==> config.mk <==
export PLATFORM = sky130hd
export DESIGN_NAME = tw_rom_seq_ctrl_flat
export DESIGN_NICKNAME = d
export VERILOG_FILES = /design/src/rtl/tw_rom_seq_ctrl_pkg.sv /design/src/rtl/tw_rom_seq_ctrl_if.sv /design/src/rtl/tw_rom_seq_ctrl_load_buf.sv /design/src/rtl/tw_rom_seq_ctrl.sv /design/src/flat_wrapper.sv
export SDC_FILE = /design/constraint.sdc
export NUM_CORES = 1
export LEC_CHECK = 0
export CAP_MARGIN = 10
export CORE_UTILIZATION = 45
export DETAILED_ROUTE_END_ITERATION = 12
export SLEW_MARGIN = 20
export SYNTH_ARGS = -nofsm -noshare
export SYNTH_HDL_FRONTEND = slang
export SYNTH_SLANG_ARGS = --single-unit
==> constraint.sdc <==
create_clock -name CLK -period 8 [get_ports CLK]
set_input_delay 1.6 -clock CLK [delete_from_list [all_inputs] [get_ports CLK]]
set_output_delay 1.6 -clock CLK [all_outputs]
set_load 0.005 [all_outputs]
==> src/rtl/tw_rom_seq_ctrl_pkg.sv <==
// Shared types and codes for the twiddle-ROM sequencer: FSM states, ROM
// write strobes, phase codes and the load-buffer depth.
package tw_rom_ctrl_pkg;

  typedef enum logic [2:0] {
    S_IDLE     = 3'd0,
    S_FLUSH_HI = 3'd1,
    S_FLUSH_LO = 3'd2,
    S_RUN      = 3'd3,
    S_GAP      = 3'd4,
    S_FIN      = 3'd5
  } fsm_e;

  localparam logic [1:0] W_NONE = 2'd0;
  localparam logic [1:0] W_HI   = 2'd1;
  localparam logic [1:0] W_LO   = 2'd2;

  localparam logic [3:0] PH_IDLE   = 4'd0;
  localparam logic [3:0] PH_FIRST  = 4'd4;
  localparam logic [3:0] PH_SECOND = 4'd6;

  localparam int LOAD_BEATS = 8;
  localparam int HALF_BEATS = LOAD_BEATS / 2;

endpackage

==> src/rtl/tw_rom_seq_ctrl_if.sv <==
// Host load-beat channel into the twiddle-ROM sequencer.
interface tw_rom_seq_ctrl_if #(
  parameter int HDW = 64
) ();
  // A beat transfers on a rising CLK edge where ld_valid && ld_ready. The
  // master holds ld_valid/ld_data stable until that edge; ld_ready never
  // depends combinationally on ld_valid.
  logic           ld_valid;
  logic [HDW-1:0] ld_data;
  logic           ld_ready;

  modport master (output ld_valid, output ld_data, input ld_ready);
  modport slave  (input ld_valid, input ld_data, output ld_ready);
endinterface

==> src/rtl/tw_rom_seq_ctrl_load_buf.sv <==
// Eight-beat staging buffer: beats 0..3 are high halves, 4..7 low halves of
// ROM words 0..3. Tracks fill count and whether the content is unflushed.
module tw_load_buf
  import tw_rom_ctrl_pkg::*;
#(
  parameter int HDW = 64
) (
  input  logic           CLK,
  input  logic           rst,
  input  logic           ld_valid,
  input  logic [HDW-1:0] ld_data,
  output logic           ld_ready,
  input  logic           idle_next,
  input  logic           flush_done,
  input  logic           rd_lo,
  input  logic [1:0]     rd_idx,
  output logic [HDW-1:0] rd_data,
  output logic [3:0]     beat_cnt,
  output logic           dirty
);

  localparam logic [3:0] FULL = 4'(LOAD_BEATS);

  logic [HDW-1:0] mem [LOAD_BEATS];
  logic [3:0]     cnt_d;
  logic           dirty_d;
  logic           accept;

  assign accept  = ld_valid && ld_ready;
  assign rd_data = mem[{rd_lo, rd_idx}];

  always_comb begin
    cnt_d   = beat_cnt;
    dirty_d = dirty;
    if (flush_done) begin
      cnt_d   = 4'd0;
      dirty_d = 1'b0;
    end else if (accept) begin
      cnt_d = beat_cnt + 4'd1;
      if (beat_cnt == FULL - 4'd1) dirty_d = 1'b1;
    end
  end

  always_ff @(posedge CLK or posedge rst) begin
    if (rst) begin
      beat_cnt <= 4'd0;
      dirty    <= 1'b0;
      ld_ready <= 1'b1;
    end else begin
      beat_cnt <= cnt_d;
      dirty    <= dirty_d;
      ld_ready <= idle_next && (cnt_d < FULL);
    end
  end

  // Payload storage carries no reset; a partially filled buffer is never read.
  always_ff @(posedge CLK) begin
    if (accept) mem[beat_cnt[2:0]] <= ld_data;
  end

endmodule

==> src/rtl/tw_rom_seq_ctrl.sv <==
// Twiddle-ROM sequencer: flushes the host load buffer into stage-0, then walks
// every NTT stage with CEN/phase/stage_counter. Optional TW_ROM_CTRL_PERF_EN.
module tw_rom_seq_ctrl
  import tw_rom_ctrl_pkg::*;
#(
  parameter int SC_WIDTH   = 3,
  parameter int S_WIDTH    = 4,
  parameter int HDW        = 64,
  parameter int NUM_STAGES = 3,
  parameter int STAGE_LEN  = 1024,
  parameter int LEN_W      = 11,
  parameter int GAP_CYC    = 1
) (
  input  logic                CLK,
  input  logic                rst,
  input  logic                start,
  input  logic                abort,
  tw_rom_seq_ctrl_if.slave    ld,
  output logic                busy,
  output logic                done,
  output logic                stage_done,
  output logic [SC_WIDTH-1:0] stage_counter,
  output logic                CEN,
  output logic [S_WIDTH-1:0]  state,
  output logic [HDW-1:0]      horizontal_data_out,
  output logic [1:0]          ROM7_w,
  output fsm_e                fsm_dbg
`ifdef TW_ROM_CTRL_PERF_EN
  ,
  input  logic                perf_clr,
  output logic [31:0]         perf_cnt
`endif
);

  localparam int G_W = (GAP_CYC > 1) ? $clog2(GAP_CYC) : 1;
  localparam logic [SC_WIDTH-1:0] SC_OFF  = SC_WIDTH'(NUM_STAGES);
  localparam logic [SC_WIDTH-1:0] SC_LAST = SC_WIDTH'(NUM_STAGES - 1);
  localparam logic [LEN_W-1:0]    C_LAST  = LEN_W'(STAGE_LEN - 1);
  localparam logic [LEN_W-1:0]    C_HALF  = LEN_W'(STAGE_LEN / 2);
  localparam logic [G_W-1:0]      G_LAST  = G_W'(GAP_CYC - 1);
  localparam logic [1:0]          I_LAST  = 2'(HALF_BEATS - 1);
  localparam logic [3:0]          FULL    = 4'(LOAD_BEATS);

  fsm_e                state_q, state_d;
  logic [SC_WIDTH-1:0] s_q, s_d;
  logic [LEN_W-1:0]    c_q, c_d;
  logic [1:0]          fi_q, fi_d;
  logic [G_W-1:0]      g_q, g_d;

  logic [3:0]     beat_cnt;
  logic           dirty;
  logic           idle_next;
  logic           flush_done;
  logic           rd_lo;
  logic [HDW-1:0] rd_data;

  logic                busy_d, done_d, sdone_d, cen_d;
  logic [SC_WIDTH-1:0] sc_d;
  logic [S_WIDTH-1:0]  ph_d;
  logic [HDW-1:0]      hdo_d;
  logic [1:0]          w_d;

  assign fsm_dbg    = state_q;
  assign idle_next  = (state_d == S_IDLE);
  assign rd_lo      = (state_d == S_FLUSH_LO);
  assign flush_done = (state_q == S_FLUSH_LO) && (fi_q == I_LAST) && !abort;

  tw_load_buf #(.HDW(HDW)) u_load_buf (
    .CLK        (CLK),
    .rst        (rst),
    .ld_valid   (ld.ld_valid),
    .ld_data    (ld.ld_data),
    .ld_ready   (ld.ld_ready),
    .idle_next  (idle_next),
    .flush_done (flush_done),
    .rd_lo      (rd_lo),
    .rd_idx     (fi_d),
    .rd_data    (rd_data),
    .beat_cnt   (beat_cnt),
    .dirty      (dirty)
  );

  always_ff @(posedge CLK or posedge rst) begin
    if (rst) begin
      state_q <= S_IDLE;
      s_q     <= '0;
      c_q     <= '0;
      fi_q    <= '0;
      g_q     <= '0;
    end else begin
      state_q <= state_d;
      s_q     <= s_d;
      c_q     <= c_d;
      fi_q    <= fi_d;
      g_q     <= g_d;
    end
  end

  // abort overrides every transition, including a start in the same cycle.
  always_comb begin
    state_d = state_q;
    s_d     = s_q;
    c_d     = c_q;
    fi_d    = fi_q;
    g_d     = g_q;
    if (abort) begin
      state_d = S_IDLE;
      s_d     = '0;
      c_d     = '0;
      fi_d    = '0;
      g_d     = '0;
    end else begin
      case (state_q)
        S_IDLE: begin
          if (start) begin
            if (beat_cnt == FULL && dirty) begin
              state_d = S_FLUSH_HI;
              fi_d    = '0;
            end else if (beat_cnt == 4'd0 || beat_cnt == FULL) begin
              state_d = S_RUN;
              s_d     = '0;
              c_d     = '0;
            end
          end
        end
        S_FLUSH_HI: begin
          fi_d = fi_q + 2'd1;
          if (fi_q == I_LAST) state_d = S_FLUSH_LO;
        end
        S_FLUSH_LO: begin
          fi_d = fi_q + 2'd1;
          if (fi_q == I_LAST) begin
            state_d = S_RUN;
            s_d     = '0;
            c_d     = '0;
          end
        end
        S_RUN: begin
          if (c_q == C_LAST) begin
            c_d     = '0;
            g_d     = '0;
            state_d = (s_q == SC_LAST) ? S_FIN : S_GAP;
          end else begin
            c_d = c_q + 1'b1;
          end
        end
        S_GAP: begin
          if (g_q == G_LAST) begin
            state_d = S_RUN;
            s_d     = s_q + 1'b1;
            c_d     = '0;
          end else begin
            g_d = g_q + 1'b1;
          end
        end
        S_FIN: begin
          state_d = S_IDLE;
          s_d     = '0;
        end
        default: state_d = S_IDLE;
      endcase
    end
  end

  // Outputs are decoded from the next state so the registered copy lines up
  // with the cycle that state is actually occupied.
  always_comb begin
    busy_d  = (state_d != S_IDLE);
    done_d  = (state_d == S_FIN);
    cen_d   = (state_d != S_RUN);
    sdone_d = (state_d == S_RUN) && (c_d == C_LAST);
    sc_d    = SC_OFF;
    ph_d    = S_WIDTH'(PH_IDLE);
    w_d     = W_NONE;
    hdo_d   = '0;
    case (state_d)
      S_RUN: begin
        sc_d = s_d;
        ph_d = (c_d < C_HALF) ? S_WIDTH'(PH_FIRST) : S_WIDTH'(PH_SECOND);
      end
      S_GAP: sc_d = s_d;
      S_FLUSH_HI: begin
        w_d   = W_HI;
        hdo_d = rd_data;
      end
      S_FLUSH_LO: begin
        w_d   = W_LO;
        hdo_d = rd_data;
      end
      default: ;
    endcase
  end

  always_ff @(posedge CLK or posedge rst) begin
    if (rst) begin
      busy                <= 1'b0;
      done                <= 1'b0;
      stage_done          <= 1'b0;
      stage_counter       <= SC_OFF;
      CEN                 <= 1'b1;
      state               <= S_WIDTH'(PH_IDLE);
      horizontal_data_out <= '0;
      ROM7_w              <= W_NONE;
    end else begin
      busy                <= busy_d;
      done                <= done_d;
      stage_done          <= sdone_d;
      stage_counter       <= sc_d;
      CEN                 <= cen_d;
      state               <= ph_d;
      horizontal_data_out <= hdo_d;
      ROM7_w              <= w_d;
    end
  end

`ifdef TW_ROM_CTRL_PERF_EN
  always_ff @(posedge CLK or posedge rst) begin
    if (rst) begin
      perf_cnt <= '0;
    end else if (perf_clr) begin
      perf_cnt <= '0;
    end else if (!CEN && perf_cnt != 32'hFFFF_FFFF) begin
      perf_cnt <= perf_cnt + 32'd1;
    end
  end
`endif

endmodule
==> src/flat_wrapper.sv <==
// flat-port wrapper written by rule: the top's interface ports become plain ports
module tw_rom_seq_ctrl_flat import tw_rom_ctrl_pkg::*;
#(
  parameter int SC_WIDTH   = 3,
  parameter int S_WIDTH    = 4,
  parameter int HDW        = 64,
  parameter int NUM_STAGES = 3,
  parameter int STAGE_LEN  = 1024,
  parameter int LEN_W      = 11,
  parameter int GAP_CYC    = 1
)
  (CLK, rst, start, abort, busy, done, stage_done, stage_counter, CEN, state, horizontal_data_out, ROM7_w, fsm_dbg, ld_ld_valid, ld_ld_data, ld_ld_ready);
  tw_rom_seq_ctrl_if #(.HDW(HDW)) ld_i ();
  input  logic CLK;
  input  logic rst;
  input  logic start;
  input  logic abort;
  output logic busy;
  output logic done;
  output logic stage_done;
  output logic [SC_WIDTH-1:0] stage_counter;
  output logic CEN;
  output logic [S_WIDTH-1:0] state;
  output logic [HDW-1:0] horizontal_data_out;
  output logic [1:0] ROM7_w;
  output fsm_e fsm_dbg;
  input wire logic [$bits(ld_i.ld_valid)-1:0] ld_ld_valid;
  input wire logic [$bits(ld_i.ld_data)-1:0] ld_ld_data;
  output wire logic [$bits(ld_i.ld_ready)-1:0] ld_ld_ready;
  assign ld_i.ld_valid = ld_ld_valid;
  assign ld_i.ld_data = ld_ld_data;
  assign ld_ld_ready = ld_i.ld_ready;
  tw_rom_seq_ctrl #(.SC_WIDTH(SC_WIDTH), .S_WIDTH(S_WIDTH), .HDW(HDW), .NUM_STAGES(NUM_STAGES), .STAGE_LEN(STAGE_LEN), .LEN_W(LEN_W), .GAP_CYC(GAP_CYC)) u_core (.CLK(CLK), .rst(rst), .start(start), .abort(abort), .ld(ld_i), .busy(busy), .done(done), .stage_done(stage_done), .stage_counter(stage_counter), .CEN(CEN), .state(state), .horizontal_data_out(horizontal_data_out), .ROM7_w(ROM7_w), .fsm_dbg(fsm_dbg));
endmodule
==> results of run 1 <==
-- layout by cell type, fill, tap and decap left out, drive strengths merged, types with 2 or more instances in the layout --
cell type and instances:
nor3 7, o211ai 5, nor4b 2, and3 2, conb 2, nand2b 6
inv 12, ha 6, or2 5, clkinv 24, a22o 64, a31oi 4
dfstp 4, clkbuf 85, xnor2 4, o21ai 9, nand3 9, clkdlybuf4s50 147
nor2b 2, edfxtp 512, dfrtp 96, nor2 30, nor4 4, buf 18
nand4 3, bufinv 4, nand4b 3, o22ai 2, or3 3, nor3b 3
nand2 143, a21oi 142, and2 2, nand3b 3, a22oi 2, a211oi 4
mux2i 256
-- flip-flops by register name (all words and copies together) (netlist names) --
name                        cells
u_core.ROM7_w                   2
u_core.fi_q                     2
u_core.u_load_buf.beat_cnt      4
u_core.u_load_buf.mem         512
u_core.state                    2
u_core.stage_counter            3
u_core.c_q                     11
u_core.stage_done               1
u_core.horizontal_data_out     64
u_core.u_load_buf.ld_ready      1
u_core.u_load_buf.dirty         1
u_core.done                     1
u_core.busy                     1
u_core.s_q                      3
u_core.CEN                      1
u_core.fsm_dbg                  3
-- worst register-to-register path, delay by kind of cell (launching register included) --
kind            cells  cell delay [ns]
compound gates      2             0.35
simple gates        4             0.92
flops               1             0.46
buf+inv             3             1.69
fa+ha+maj           1             0.22
-- worst paths after layout --
path                                                from                        endpoint  slack [ns]  cells after the start
setup / recovery                                   abort  u_core.horizontal_data_out[34]        2.96                      7
hold / removal                   u_core.u_load_buf.dirty         u_core.u_load_buf.dirty        0.50                      2
setup reg to reg           u_core.u_load_buf.beat_cnt[0]  u_core.horizontal_data_out[34]        4.25                     10
hold reg to reg                  u_core.u_load_buf.dirty         u_core.u_load_buf.dirty        0.50                      2
max in group asynchronous                            rst  u_core.horizontal_data_out[33]        5.19                      3
min in group asynchronous                            rst  u_core.horizontal_data_out[47]        1.46                      2
-- cells by family after synthesis --
kind of cell / Yosys count / share of synthesized area
AND/OR/NAND/NOR: 231 / 0.0442
adder cells (fa/ha/maj): 6 / 0.00314
buffers and inverters: 93 / 0.0236
flip-flops: 612 / 0.748
other: 1 / 0.000157
XOR/XNOR: 5 / 0.00183
multiplexers: 257 / 0.108
AO/OA/AOI/OAI: 240 / 0.0710
-- area by class of cell --
class                           count  area (µm²)  share of cell area
Sequential cell                   612       17900               0.641
Multi-Input combinational cell    741        5530               0.198
Clock buffer                       85        1660              0.0595
Timing Repair Buffer              165        1650              0.0591
Tap cell                          688         861              0.0309
Clock inverter                     29         253             0.00906
Inverter                           12        50.0             0.00180
-- power groups by stage --
stage / combinational [mW] / sequential (mW) / clock (mW)
final: 2.27 / 4.13 / 2.74
after global routing: 2.46 / 4.17 / 2.92
after CTS: 2.31 / 4.14 / 2.80
after detailed placement: 2.31 / 4.20 / 0
after global placement: 2.29 / 4.20 / 0
after floorplan: 1.55 / 4.17 / 0
-- routing by layer --
layer  wire length (µm)  track usage
met1              22400        0.255
met4                840       0.0432
met2              23400        0.299
met5                 59            0
met3               2440       0.0395
==> run_results.csv, run 1 <==
group,metric,value,unit
run_status,status,"complete, no violations",
critical_path,critPathArrivalTime,5.53,ns
power_and_ir_drop,pwr-share-seq,0.452,
clock_network,cts_tree,"done",
synth,synth-edff-count,512,
global_route,grt_max_degree,99,
route,ant_nets,0,
synth,synth_cell_types,58,
floorplan,io_pins,150,
cells_and_area,final_core_util,0.531,
timing,skew,0.0191,ns
timing,hold_slack,0.502,ns
run,maxCapViolations,0,
place,gp_congestion,0.759,
cells_and_area,final_cell_count_no_fill,2332,
clock_network,clkSinkCount,612,
cells_and_area,fin_area,27900,µm²
clock_network,clkTransAtPathRegs,0.06,ns
global_route,grt_pass1_wl,75500,µm
clock_network,cts-htree-levels,2,
critical_path,path_buf_inv,3,
power_and_ir_drop,p_sw_frac,0.287,
synth,synthCells,1445,
clock_network,clock_path_buffers,3,
cells_and_area,final_net_count,1668,
power_and_ir_drop,p_total,9.14,mW
power_and_ir_drop,powerDensity,328,nW/µm²
critical_path,crit_path_cell_trace,"clkdlybuf4s50_1 > o21ba_2 > nand2_4 > inv_4 > buf_4 > nand2_1 > a22o_1",
clock_network,clk_latency,0.62,ns
critical_path,slowest_delay,0.93,ns
clock_network,root_buffer,"clkbuf_16",
place,dp_slack,2.30,ns
floorplan,die_h,232,µm
min_path,min_path_type,"reg2reg",
synth,synth-main-ff-cell,"edfxtp_1",
power_and_ir_drop,leakagePower,9.13,nW
floorplan,coreArea,52600,µm²
critical_path,path_delay_family,"buffers and inverters",
power_and_ir_drop,p_clk_frac,0.299,
synth,synth_top_cell_by_area,"edfxtp_1",
timing,worst_slew_pin_slew,1.06,ns
synth,yosys_register_bits,612,
clock_network,cts_hold_buf,0,
critical_path,crit_required,8.49,ns
synth,synth_area,23900,µm²
clock_network,cts_buffers,61,
timing,finalCritPeriodShare,0.630,
floorplan,start_util,0.455,
critical_path,critPathMaxFanout,76,
route,wl_per_cell,21.1,µm
timing,rsz0062_at_grt,"no",
cells_and_area,syn_to_final_growth,16.7,%
route,drc,0,
route,vias_per_cell,5.35,
timing,fin_tns_setup,0,ns
global_route,antenna_found_initial,5,
global_route,grt_overflow,0,
power_and_ir_drop,irDropWorstVdd,0.000248,V
floorplan,num_rows,84,
timing,fmax,198,MHz
timing,max_slew_margin,0.289,
place,port_buffers,147,
synth,syn_avg_cell_area,16.5,µm²
synth,seq_area_frac_synth,0.748,
critical_path,worst_path_max_delay_cell,"clkdlybuf4s50_1",
cells_and_area,fillers,4248,
synth,yosys-top-cells-count,"edfxtp_1 (512), mux2i_1 (256), nand2_1 (143)",
place,place_area,26000,µm²
power_and_ir_drop,power.switching,2.62,mW
place,dpl.hpwl,26700,µm
global_route,grt.total_usage,0.185,
floorplan,fp.dieArea,54000,µm²
route,wl,49200,µm
synth,async_flop_share,0.163,
timing,period_minus_slack,5.04,ns
route,drtIter0Drc,904,
clock_network,cts.repair.resized,0,
timing,setup_viol,0,
timing,fin_ws,2.96,ns
route,dr_total_vias,12500,
power_and_ir_drop,intPower,6.52,mW
route,first_pass_iters,6,
synth,synth.most_common_cell,"edfxtp_1",
synth,synthDominantCellAreaShare,0.643,
critical_path,cp-start-kind,"input port",
place,dp_cells,2218,
cells_and_area,antennaDiodeCount,0,
power_and_ir_drop,p_comb_frac,0.249,
cells_and_area,drive_gt1_frac,0.113,
critical_path,end_kind,"register",
timing,slew_violations,0,
synth,yosys-top-cells-area,"edfxtp_1 (64%), mux2i_1 (11%), dfrtp_1 (10%)",
critical_path,crit_type,"in2reg",
floorplan,die_w,232,µm
synth,yosysWarnings,0,
timing,hold_viol,0,
clock_network,cts_setup_buffers,0,
global_route,first_global_vias,12600,
Power figures use the tool's default switching activity.
==> run 2, diff against run 1 <==
==> constraint.sdc (replaced) <==
create_clock -name CLK -period 4.9 [get_ports CLK]
set_input_delay 0.98 -clock CLK [delete_from_list [all_inputs] [get_ports CLK]]
set_output_delay 0.98 -clock CLK [all_outputs]
set_load 0.005 [all_outputs]
==> run_results.csv, run 2 (synthesized netlist as in run 1, its figures left out) <==
group,metric,value,unit
place,dp_slack,1.26,ns
critical_path,crit_required,5.40,ns
cells_and_area,final_net_count,1678,
route,ant_nets,0,
critical_path,critPathMaxFanout,33,
critical_path,r2r_end,"u_core.horizontal_data_out[0]",
floorplan,die_w,232,µm
floorplan,num_rows,84,
route,dr_total_vias,12600,
timing,rsz0062_at_grt,"no",
timing,fin_ws,1.83,ns
clock_network,cts_setup_buffers,0,
clock_network,clk_latency,0.62,ns
timing,max_slew_margin,0.442,
floorplan,io_pins,150,
power_and_ir_drop,leakagePower,9.21,nW
timing,skew,0.0166,ns
min_path,hold_start,"u_core.u_load_buf.dirty",
global_route,antenna_found_initial,6,
cells_and_area,final_core_util,0.535,
timing,fmax,326,MHz
clock_network,clkSinkCount,612,
clock_network,clock_path_buffers,3,
min_path,worstHoldEndpoint,"u_core.u_load_buf.dirty",
timing,setup_viol,0,
cells_and_area,final_cell_count_no_fill,2343,
route,wl,50800,µm
place,dp_cells,2229,
critical_path,critPathArrivalTime,3.57,ns
place,dpl.hpwl,25900,µm
route,first_pass_iters,5,
clock_network,cts_tree,"done",
global_route,grt.total_usage,0.188,
timing,period_minus_slack,3.07,ns
route,drc,0,
clock_network,root_buffer,"clkbuf_16",
cells_and_area,fin_area,28100,µm²
timing,worst_slew_pin_slew,0.837,ns
run_status,status,"complete, no violations",
cells_and_area,largest_register_ffs,512,
power_and_ir_drop,powerDensity,533,nW/µm²
clock_network,cts.repair.resized,0,
place,place_area,26200,µm²
floorplan,fp.dieArea,54000,µm²
clock_network,clkTransAtPathRegs,0.06,ns
clock_network,cts_buffers,60,
min_path,min_path_type,"reg2reg",
global_route,grt_max_degree,129,
critical_path,crit_type,"reg2reg",
timing,finalCritPeriodShare,0.626,
place,port_buffers,147,
min_path,hold_depth,2,
floorplan,start_util,0.455,
timing,hold_viol,0,
power_and_ir_drop,irDropWorstVdd,0.000454,V
cells_and_area,final_common_cell,"edfxtp_1",
floorplan,die_h,232,µm
global_route,grt_pass1_wl,76200,µm
route,wl_per_cell,21.7,µm
critical_path,reg2reg_slack,1.83,ns
cells_and_area,syn_to_final_growth,17.7,%
global_route,first_global_vias,12400,
critical_path,r2r_start,"u_core.u_load_buf.beat_cnt[0]",
timing,hold_slack,0.529,ns
timing,slew_violations,0,
route,vias_per_cell,5.38,
floorplan,coreArea,52600,µm²
critical_path,cp-start-kind,"register",
place,gp_congestion,0.752,
clock_network,cts_hold_buf,0,
critical_path,reg2reg_depth,9,
cells_and_area,final_cell_mix,"edfxtp_1 (512), mux2i_1 (256), clkdlybuf4s50_1 (147)",
timing,fin_tns_setup,0,ns
run,maxCapViolations,0,
power_and_ir_drop,p_total,15.0,mW
critical_path,end_kind,"register",
clock_network,cts-htree-levels,2,
cells_and_area,drive_gt1_frac,0.115,
route,drtIter0Drc,756,
global_route,grt_overflow,0,
[run 2: changes by cell type in the layout (fill, tap and decap cells not counted)]
cell	delta
bufinv_16	-1
nor3_2	-2
clkinv_1	+5
clkbuf_16	-2
diode_2	+1
clkinv_8	+2
clkinv_2	-9
buf_6	-1
clkbuf_1	-1
clkbuf_8	+5
buf_12	+12
nor3_4	+2
[run 2: layout make-up]
class	count	area, µm²
Fill cell	4258	24400
Inverter	12	50.0
Clock inverter	26	229
Tap cell	688	861
Multi-Input combinational cell	741	5540
Antenna cell	1	2.50
Clock buffer	87	1670
Sequential cell	612	17900
Timing Repair Buffer	176	1880
[run 2: routing by layer]
layer / global-route usage / vias to the layer above / wire, µm
li1: - / 5809 / -
met1: 0.250 / 6451 / 22700
met2: 0.314 / 247 / 24700
met3: 0.0377 / 85 / 2260
met4: 0.0508 / 10 / 1040
met5: 0 / - / 62
[run 2: worst max-delay path by stage]
stage,from,slack [ns],endpoint,cells after the start
CTS,u_core.u_load_buf.beat_cnt[0],1.81,u_core.horizontal_data_out[0],9
global route,u_core.u_load_buf.beat_cnt[0],1.60,u_core.horizontal_data_out[0],9
finish,u_core.u_load_buf.beat_cnt[0],1.83,u_core.horizontal_data_out[0],9
floorplan,ld_ld_valid,0.34,u_core.u_load_buf.mem[2][0],3
detailed placement,start,1.26,u_core.horizontal_data_out[0],8
global placement,start,1.26,u_core.horizontal_data_out[0],8
[run 2: report_power, final]
| group | internal [mW] | leakage, nW | switching [mW] |
|---|---|---|---|
| clock | 2.52 | 0.927 | 1.90 |
| sequential | 6.45 | 5.98 | 0.290 |
| combinational | 1.70 | 2.30 | 2.14 |
| total | 10.7 | 9.21 | 4.32 |
[run 2: worst max-delay path, cell delays in order (launching register included)]
cell	delay [ns]
dfrtp_1	0.52
inv_1	0.15
ha_1	0.25
and3b_1	0.21
a211oi_1	0.21
or3_1	0.19
or3_4	0.58
buf_4	0.50
a21oi_1	0.08
a22o_1	0.26
==> run 3, diff against run 2 <==
--- a/config.mk
+++ b/config.mk
@@ -8,6 +8,7 @@
 export CAP_MARGIN = 10
 export CORE_UTILIZATION = 45
 export DETAILED_ROUTE_END_ITERATION = 12
+export PLACE_DENSITY = 0.66
 export SLEW_MARGIN = 20
 export SYNTH_ARGS = -nofsm -noshare
 export SYNTH_HDL_FRONTEND = slang
==> constraint.sdc (replaced) <==
create_clock -name CLK -period 2.5 [get_ports CLK]
set_input_delay 0.5 -clock CLK [delete_from_list [all_inputs] [get_ports CLK]]
set_output_delay 0.5 -clock CLK [all_outputs]
set_load 0.005 [all_outputs]
==> run_results.csv, run 3 (synthesized netlist as in run 1, its figures left out) <==
group,metric,value,unit
run,maxCapViolations,0,
critical_path,cp-start-kind,"register",
critical_path,worst_path_max_delay_cell,"dfrtp_1",
cells_and_area,final_common_cell,"edfxtp_1",
power_and_ir_drop,irDropWorstVdd,0.000516,V
critical_path,slowest_delay,0.39,ns
route,dr_total_vias,12900,
floorplan,coreArea,52600,µm²
critical_path,crit_required,3.03,ns
route,vias_per_cell,5.31,
timing,fmax,416,MHz
power_and_ir_drop,p_clk_frac,0.292,
power_and_ir_drop,powerDensity,1070,nW/µm²
place,dp_cells,2302,
timing,skew,0.0319,ns
cells_and_area,final_cell_count_no_fill,2431,
clock_network,clkSinkCount,612,
route,wl,51200,µm
power_and_ir_drop,intPower,22.7,mW
critical_path,reg2reg_slack,0.1,ns
critical_path,r2r_end,"u_core.horizontal_data_out[55]",
place,dp_slack,-0.260,ns
global_route,grt_max_degree,52,
place,gp_congestion,0.821,
place,port_buffers,147,
clock_network,cts-htree-levels,2,
clock_network,clock_path_buffers,3,
critical_path,cp.depth,11,
place,place_area,27200,µm²
critical_path,path_delay_family,"compound AO/OA/AOI/OAI gates",
floorplan,fp.dieArea,54000,µm²
timing,hold_viol,0,
power_and_ir_drop,pwr-share-seq,0.418,
route,wl_per_cell,21.1,µm
power_and_ir_drop,p_total,31.6,mW
global_route,grt.total_usage,0.189,
timing,period_minus_slack,2.40,ns
route,drc,0,
critical_path,critPathArrivalTime,2.93,ns
timing,worst_slew_pin_slew,0.731,ns
critical_path,critPathMaxFanout,7,
cells_and_area,drive_gt1_frac,0.173,
critical_path,crit_path_cell_trace,"inv_2 > ha_2 > nand3b_1 > o211ai_1 > a31oi_4 > buf_12 > bufbuf_16 > buf_4 > mux2i_2 > a21oi_2 > a22o_1",
timing,slew_violations,0,
power_and_ir_drop,p_sw_frac,0.282,
global_route,first_global_vias,12800,
clock_network,cts_tree,"done",
timing,max_slew_margin,0.509,
critical_path,end_kind,"register",
route,first_pass_iters,5,
power_and_ir_drop,p_comb_frac,0.291,
route,drtIter0Drc,838,
cells_and_area,final_net_count,1765,
timing,setup_viol,0,
clock_network,clk_latency,0.64,ns
cells_and_area,largest_register_ffs,512,
cells_and_area,final_cell_mix,"edfxtp_1 (512), mux2i_1 (250), clkdlybuf4s50_1 (147)",
global_route,antenna_found_initial,5,
floorplan,start_util,0.455,
global_route,grt_overflow,0,
clock_network,clkTransAtPathRegs,0.06,ns
floorplan,die_h,232,µm
power_and_ir_drop,leakagePower,9.93,nW
critical_path,reg2reg_depth,11,
floorplan,io_pins,150,
route,ant_nets,0,
critical_path,crit_type,"reg2reg",
critical_path,r2r_start,"u_core.u_load_buf.beat_cnt[1]",
place,dpl.hpwl,29100,µm
timing,fin_ws,0.0958,ns
critical_path,path_buf_inv,4,
run_status,status,"complete, no violations",
floorplan,num_rows,84,
power_and_ir_drop,power.switching,8.90,mW
cells_and_area,syn_to_final_growth,23.9,%
clock_network,cts_buffers,60,
timing,finalCritPeriodShare,0.962,
global_route,grt_pass1_wl,76500,µm
min_path,min_path_type,"in2async",
clock_network,root_buffer,"clkbuf_16",
floorplan,die_w,232,µm
cells_and_area,fin_area,29600,µm²
[run 3: cell count changes in the layout (fill, tap and decap cells not counted), sizes merged, moves of 2 or more]
cell,before,now
clkbuf,87,92
bufinv,3,7
inv,12,14
buf,29,109
clkinv,22,17
[run 3: layer usage]
layer  GRT usage  vias up  part of all wire
met5           0        -            0.0011
met2       0.309      296              0.49
li1            -     5997                 -
met4      0.0489        8             0.020
met3      0.0431       77             0.053
met1       0.255     6525              0.44
[run 3: power by group through the flow]
stage / logic, mW / clock network [mW] / registers [mW]
global route: 9.83 / 9.76 / 13.3
global placement: 8.45 / 0 / 13.4
finish: 9.18 / 9.21 / 13.2
detailed placement: 8.55 / 0 / 13.4
floorplan: 5.01 / 0 / 13.3
CTS: 8.76 / 9.38 / 13.2
[run 3: worst min-delay path, cell delays in order]
cell and delay [ns]:
clkdlybuf4s50_1 0.44, clkinvlp_4 0.13, buf_12 0.26
[run 3: stage by stage]
step	hold slack [ns]	utilization	TNS [ns]
final	0.322	0.563	0
after floorplan	0.467	-	-177.00
after global routing	0.356	0.563	-0.00453
after global placement	0.485	0.518	-11.77
after detailed placement	0.498	0.518	-13.76
after CTS	0.321	0.558	0
[run 3: worst max-delay path by stage]
stage	endpoint	slack (ns)	startpoint
2_1_floorplan	u_core.u_load_buf.mem[1][0]	-0.51	u_core.u_load_buf.ld_ready
3_3_place_gp	u_core.horizontal_data_out[13]	-0.22	start
6_report	u_core.horizontal_data_out[55]	0.1	u_core.u_load_buf.beat_cnt[1]
4_1_cts	u_core.horizontal_data_out[28]	0.001	u_core.fsm_dbg[0]
5_1_grt	u_core.horizontal_data_out[28]	-0.005	u_core.fsm_dbg[0]
3_5_place_dp	u_core.horizontal_data_out[45]	-0.26	start
[run 3: repair_timing]
action | CTS | global route
cloned | 1 | 6
pin swaps | 2 | 4
endpoints found under the hold margin | 0 | 0
hold buffers | 0 | 0
resized for setup | 3 | 20
buffers inserted | 3 | 4
setup endpoints to repair | 24 | 68
[run 3: final cells by class]
| type | instances | area, µm² |
|---|---|---|
| Antenna cell | 1 | 2.50 |
| Timing Repair Buffer | 263 | 3180 |
| Tap cell | 688 | 861 |
| Fill cell | 4034 | 22900 |
| Sequential cell | 612 | 17900 |
| Clock buffer | 86 | 1690 |
| Inverter | 12 | 51.3 |
| Clock inverter | 28 | 352 |
| Multi-Input combinational cell | 741 | 5590 |
